**src/rtl/cordic_vec.sv**
```systemverilog
// Iterative vectoring-mode CORDIC: converts signed (x, y) to magnitude and a full-circle
// 16-bit phase word, one transaction at a time over a valid/ready handshake.
module cordic_vec #(
  parameter int unsigned WIDTH = 16,
  parameter int unsigned ITERS = 16,
  parameter int unsigned GW    = 19
) (
  input  logic             clk,
  input  logic             rst_n,
  input  logic             in_valid,
  output logic             in_ready,
  input  logic [WIDTH-1:0] x_in,
  input  logic [WIDTH-1:0] y_in,
  output logic             out_valid,
  input  logic             out_ready,
  output logic [WIDTH-1:0] mag_out,
  output logic [WIDTH-1:0] phase_out
);

  localparam int unsigned ZW = WIDTH + 1;
  localparam int unsigned IW = $clog2(ITERS);
  localparam int unsigned PW = GW + WIDTH + 1;
  localparam logic [WIDTH-1:0] InvGain = 16'h4DBA;

  typedef enum logic [1:0] {StIdle, StIter, StScale, StDone} state_e;

  state_e                 state_q, state_d;
  logic signed [GW-1:0]   x_q, x_d, y_q, y_d;
  logic signed [ZW-1:0]   z_q, z_d;
  logic [IW-1:0]          iter_q, iter_d;
  logic                   base_q, base_d;
  logic                   zero_q, zero_d;
  logic [WIDTH-1:0]       mag_q, mag_d, phase_q, phase_d;

  logic signed [GW-1:0]   x_ext, y_ext, x_sh, y_sh;
  logic signed [ZW-1:0]   atan_z;
  logic signed [PW-1:0]   prod, prod_sh;
  logic [WIDTH-1:0]       mag_sat, phase_sum;
  logic                   unused_z_msb;

  function automatic logic [WIDTH-1:0] atan_lut(input logic [IW-1:0] idx);
    case (idx)
      4'd0:    atan_lut = 16'h2000;
      4'd1:    atan_lut = 16'h12e4;
      4'd2:    atan_lut = 16'h09fb;
      4'd3:    atan_lut = 16'h0511;
      4'd4:    atan_lut = 16'h028b;
      4'd5:    atan_lut = 16'h0146;
      4'd6:    atan_lut = 16'h00a3;
      4'd7:    atan_lut = 16'h0051;
      4'd8:    atan_lut = 16'h0029;
      4'd9:    atan_lut = 16'h0014;
      4'd10:   atan_lut = 16'h000a;
      4'd11:   atan_lut = 16'h0005;
      4'd12:   atan_lut = 16'h0003;
      4'd13:   atan_lut = 16'h0001;
      4'd14:   atan_lut = 16'h0001;
      default: atan_lut = 16'h0000;
    endcase
  endfunction

  assign x_ext  = {{(GW-WIDTH){x_in[WIDTH-1]}}, x_in};
  assign y_ext  = {{(GW-WIDTH){y_in[WIDTH-1]}}, y_in};
  assign x_sh   = x_q >>> iter_q;
  assign y_sh   = y_q >>> iter_q;
  assign atan_z = {1'b0, atan_lut(iter_q)};

  assign prod    = x_q * $signed({1'b0, InvGain});
  assign prod_sh = prod >>> (WIDTH - 1);

  // Phase is taken modulo 2^WIDTH, so the z sign bit only matters inside the iterations.
  assign phase_sum    = {base_q, {(WIDTH-1){1'b0}}} + z_q[WIDTH-1:0];
  assign unused_z_msb = z_q[ZW-1];

  always_comb begin
    if (prod_sh[PW-1]) begin
      mag_sat = '0;
    end else if (|prod_sh[PW-2:WIDTH]) begin
      mag_sat = '1;
    end else begin
      mag_sat = prod_sh[WIDTH-1:0];
    end
  end

  always_comb begin
    state_d = state_q;
    x_d     = x_q;
    y_d     = y_q;
    z_d     = z_q;
    iter_d  = iter_q;
    base_d  = base_q;
    zero_d  = zero_q;
    mag_d   = mag_q;
    phase_d = phase_q;
    unique case (state_q)
      StIdle: begin
        if (in_valid) begin
          // Fold the left half-plane onto the right so the iterations always converge.
          if (x_ext[GW-1]) begin
            x_d    = -x_ext;
            y_d    = -y_ext;
            base_d = 1'b1;
          end else begin
            x_d    = x_ext;
            y_d    = y_ext;
            base_d = 1'b0;
          end
          z_d     = '0;
          iter_d  = '0;
          zero_d  = (x_in == '0) && (y_in == '0);
          state_d = StIter;
        end
      end
      StIter: begin
        if (!y_q[GW-1]) begin
          x_d = x_q + y_sh;
          y_d = y_q - x_sh;
          z_d = z_q + atan_z;
        end else begin
          x_d = x_q - y_sh;
          y_d = y_q + x_sh;
          z_d = z_q - atan_z;
        end
        iter_d = iter_q + IW'(1);
        if (iter_q == IW'(ITERS - 1)) begin
          state_d = StScale;
        end
      end
      StScale: begin
        mag_d   = zero_q ? '0 : mag_sat;
        phase_d = zero_q ? '0 : phase_sum;
        state_d = StDone;
      end
      StDone: begin
        if (out_ready) begin
          state_d = StIdle;
        end
      end
      default: state_d = StIdle;
    endcase
  end

  always_ff @(posedge clk or negedge rst_n) begin
    if (!rst_n) begin
      state_q <= StIdle;
      x_q     <= '0;
      y_q     <= '0;
      z_q     <= '0;
      iter_q  <= '0;
      base_q  <= 1'b0;
      zero_q  <= 1'b0;
      mag_q   <= '0;
      phase_q <= '0;
    end else begin
      state_q <= state_d;
      x_q     <= x_d;
      y_q     <= y_d;
      z_q     <= z_d;
      iter_q  <= iter_d;
      base_q  <= base_d;
      zero_q  <= zero_d;
      mag_q   <= mag_d;
      phase_q <= phase_d;
    end
  end

  assign in_ready  = (state_q == StIdle);
  assign out_valid = (state_q == StDone);
  assign mag_out   = mag_q;
  assign phase_out = phase_q;

endmodule

```
**config.mk**
```make
export PLATFORM = sky130hd
export DESIGN_NAME = cordic_vec
export DESIGN_NICKNAME = d
export VERILOG_FILES = /design/src/rtl/cordic_vec.sv
export SDC_FILE = /design/constraint.sdc
export NUM_CORES = 1
export LEC_CHECK = 0
export ABC_AREA = 0
export CAP_MARGIN = 20
export CORE_AREA = 4 4 167 233
export DETAILED_ROUTE_END_ITERATION = 10
export DIE_AREA = 0 0 171 237
export GPL_TIMING_DRIVEN = 0
export PLACE_DENSITY = 0.67
export SLEW_MARGIN = 10
export SYNTH_ARGS = -nofsm -noshare
export SYNTH_HDL_FRONTEND = slang
export SYNTH_SLANG_ARGS = --single-unit
```
**constraint.sdc**
```tcl
create_clock -name clk -period 14.8 [get_ports clk]
set_input_delay 1.48 -clock clk [delete_from_list [all_inputs] [get_ports clk]]
set_output_delay 1.48 -clock clk [all_outputs]
set_load 0.1 [all_outputs]
```
==> flow_summary.toml <==
[setup_path]
critPathRequiredTime_ps = 15110
reg2reg_depth = 23
cpMaxStageDelayCell = "dfrtp_1"
critical_path.max_fanout = 14
crit_top_cell = "fa_1"
cp-end-kind = "register"
r2r_start = "x_q[12]"
r2r_setup_slack_ps = 6650
cp-start-kind = "register"
timing.rr.end = "mag_out[8]"
crit_type = "register to register"
crit_path_cell_trace = "ha_1 -> inv_1 -> fa_1 -> inv_1 -> fa_1 -> fa_1 -> fa_1 -> inv_1 -> fa_1 -> inv_1 -> ha_1 -> nand2_1 -> nor3_1 -> a2111oi_0 -> buf_1 -> o211ai_1 -> o211ai_1 -> nand2b_1 -> a31oi_1 -> mux2i_1 -> nand2_1 -> clkbuf_1 -> nand2_1"
worstPathArrival_ps = 8470
crit_path_max_incr_delay_ps = 920

[routing]
first_pass_iters = 8
drt_iter0_markers = 1037
drc = 0
wl_um = 50100
viasPerCell = 5.85
wire_per_inst_um = 21.1
num_vias = 13900
ant_nets = 0

[cts]
insertion_delay_ps = 380
hold_buffers = 0
cts_tree = "done"
htree_num_levels = 3
post_cts_resized = 0
root_buffer = "clkbuf_16"
numCtsBuffers = 9
cts.path.max_buffers = 2
clock-sinks = 94
post-cts-setup-buffers = 0
path_clk_slew_ps = 80

[logic_synthesis]
synth_edf_count = 0
synthArstFlopShare = 1.00
ys_seq_area_frac = 0.150
syn_area_um2 = 15600
synth.distinct_cells = 74
yosys_warnings = 0
ys.flop_type = "dfrtp_1"
ys_top_cells_by_area = "fa_1 16%, dfrtp_1 15%, ha_1 15%"
yosysTopAreaCellShare = 0.157
synth_area_leader_cell = "fa_1"
syn_inst = 1816
syn_avg_cell_area_um2 = 8.61
mappedNetlistNets = 2161
ys_seq_elements = 94
ys_top_cells_by_count = "261 x inv_1, 186 x ha_1, 145 x nand2_1"
yosysMostFrequentCell = "inv_1"

[min_path]
hp-start = "phase_out[15]"
worstHoldEndpoint = "phase_out[15]"
hp-class = "register to register"
holdPathStages = 2

[floorplan]
core.rowCount = 83
fp.dieArea_um2 = 40500
dieHeight_um = 237
start_util = 0.425
core_um2 = 36800
ioPinCount = 70
dieWidth_um = 171

[grt]
grt_max_degree = 77
gr-total-overflow = 0
track_usage = 0.246
grt_pass1_wl_um = 77300
antenna_found_initial = 0
grt_pass1_vias = 14100

[flow_run]
max_cap_violations = 0

[sta]
max_freq_ghz = 0.123
timing.setup.tns_ps = 0
setup_viol = 0
fin_crit_ps = 8150
maxSlewHeadroom = 0.260
drv_slew = 0
rsz0062_at_grt = "no"
period_share = 0.551
skew_ps = 10.3
hold_viol = 0
worst_pin_slew_ps = 1100

[run_status]
outcome = "finished clean"

[finish]
drive_gt1_frac = 0.0515
final_nets = 2242
fillers = 3602
synthToLayoutAreaGrowth_pct = 10.4

[placement]
hpwl_um = 40500
io_buffers = 68
gp_congestion = 0.983
[per-layer routing]
metal | wire (um) | GRT usage | part of all wire
met2 | 25400 | 0.435 | 0.51
met1 | 19200 | 0.288 | 0.38
met4 | 2750 | 0.132 | 0.055
met5 | 0 | 0 | 0
met3 | 2720 | 0.0296 | 0.054
[through the flow]
| stage | setup slack [ps] | std cells | area, um^2 | util | hold WS [ps] |
|---|---|---|---|---|---|
| floorplan | 8310 | 1816 | 15600 | - | 477 |
| global placement | 6490 | 2351 | 16900 | 0.460 | 468 |
| detailed placement | 6840 | 2353 | 16900 | 0.461 | 471 |
| CTS | 6750 | 2369 | 17300 | 0.470 | 494 |
| global route | 6340 | 2369 | 17300 | 0.470 | 512 |
| finish | 6650 | 2371 | 17300 | 0.470 | 490 |
[cells in the final DEF (no fill, tap or decap), types with 11 or more instances in the layout]
| cell | n |
|---|---|
| nor2_1 | 137 |
| nor2b_1 | 26 |
| a22oi_1 | 11 |
| nand3b_1 | 14 |
| ha_1 | 186 |
| o31ai_1 | 18 |
| a21oi_1 | 116 |
| mux4_2 | 36 |
| a21o_1 | 24 |
| o21a_1 | 12 |
| o21ai_1 | 11 |
| o21ai_0 | 110 |
| a31oi_1 | 16 |
| inv_1 | 261 |
| o22ai_1 | 21 |
| fa_1 | 123 |
| nand2_1 | 145 |
| nor3_1 | 24 |
| mux2i_1 | 37 |
| nand2b_1 | 12 |
| a211oi_1 | 11 |
| dfrtp_1 | 94 |
| nand3_1 | 24 |
| clkdlybuf4s50_1 | 67 |
| or3_1 | 11 |
| clkbuf_1 | 47 |
| xor2_1 | 60 |
| xnor2_1 | 67 |
| buf_2 | 14 |
[area by class of cell]
| cell class | instances | area (um^2) | share of cell area |
|---|---|---|---|
| flip-flops and latches | 94 | 2350 | 0.136 |
| diodes | 2 | 5.00 | 0.000290 |
| clock buffers | 9 | 225 | 0.0130 |
| plain buffers | 72 | 327 | 0.0189 |
| inverters | 264 | 991 | 0.0574 |
| multi-input cells | 1386 | 12000 | 0.693 |
| repair buffers | 70 | 713 | 0.0413 |
| clock inverters | 7 | 104 | 0.00601 |
| well taps | 467 | 584 | 0.0338 |
[state kept, by name, indices dropped and copies added (netlist names)]
name	flops
zero_q	1
mag_out	16
state_q	2
z_q	16
base_q	1
y_q	19
iter_q	4
phase_out	16
x_q	19
[logic make-up (layout without fill, tap and decap cells)]
group	after synthesis	count (layout)	synth area share
xor+xnor	127	127	0.0711
other cells	0	2	0
flops	94	94	0.150
compound gates	421	421	0.167
simple gates	442	442	0.132
mux	87	87	0.0895
fa+ha+maj	309	309	0.306
buf+inv	336	422	0.0843
[worst max-delay path by stage]
stage | start | endpoint | slack [ps]
4_1_cts | x_q[12] | mag_out[4] | 6750
3_3_place_gp | x_q[12] | mag_out[15] | 6490
3_5_place_dp | x_q[12] | mag_out[4] | 6840
5_1_grt | x_q[12] | mag_out[12] | 6340
6_report | x_q[12] | mag_out[8] | 6650
2_1_floorplan | x_q[10] | mag_out[10] | 8310
[worst max-delay path: cells and delay by family (launching register included)]
family	cells	cell delay [ps]
buffers and inverters	6	790
adders and majority gates	7	3230
AOI/OAI and AO/OA	4	1620
DFF	1	920
and+or+nand+nor	5	840
muxes	1	640
Power is left out: the tool's default activity adds up to more than one toggle a clock period on the data nets, which glitch-free logic cannot reach.
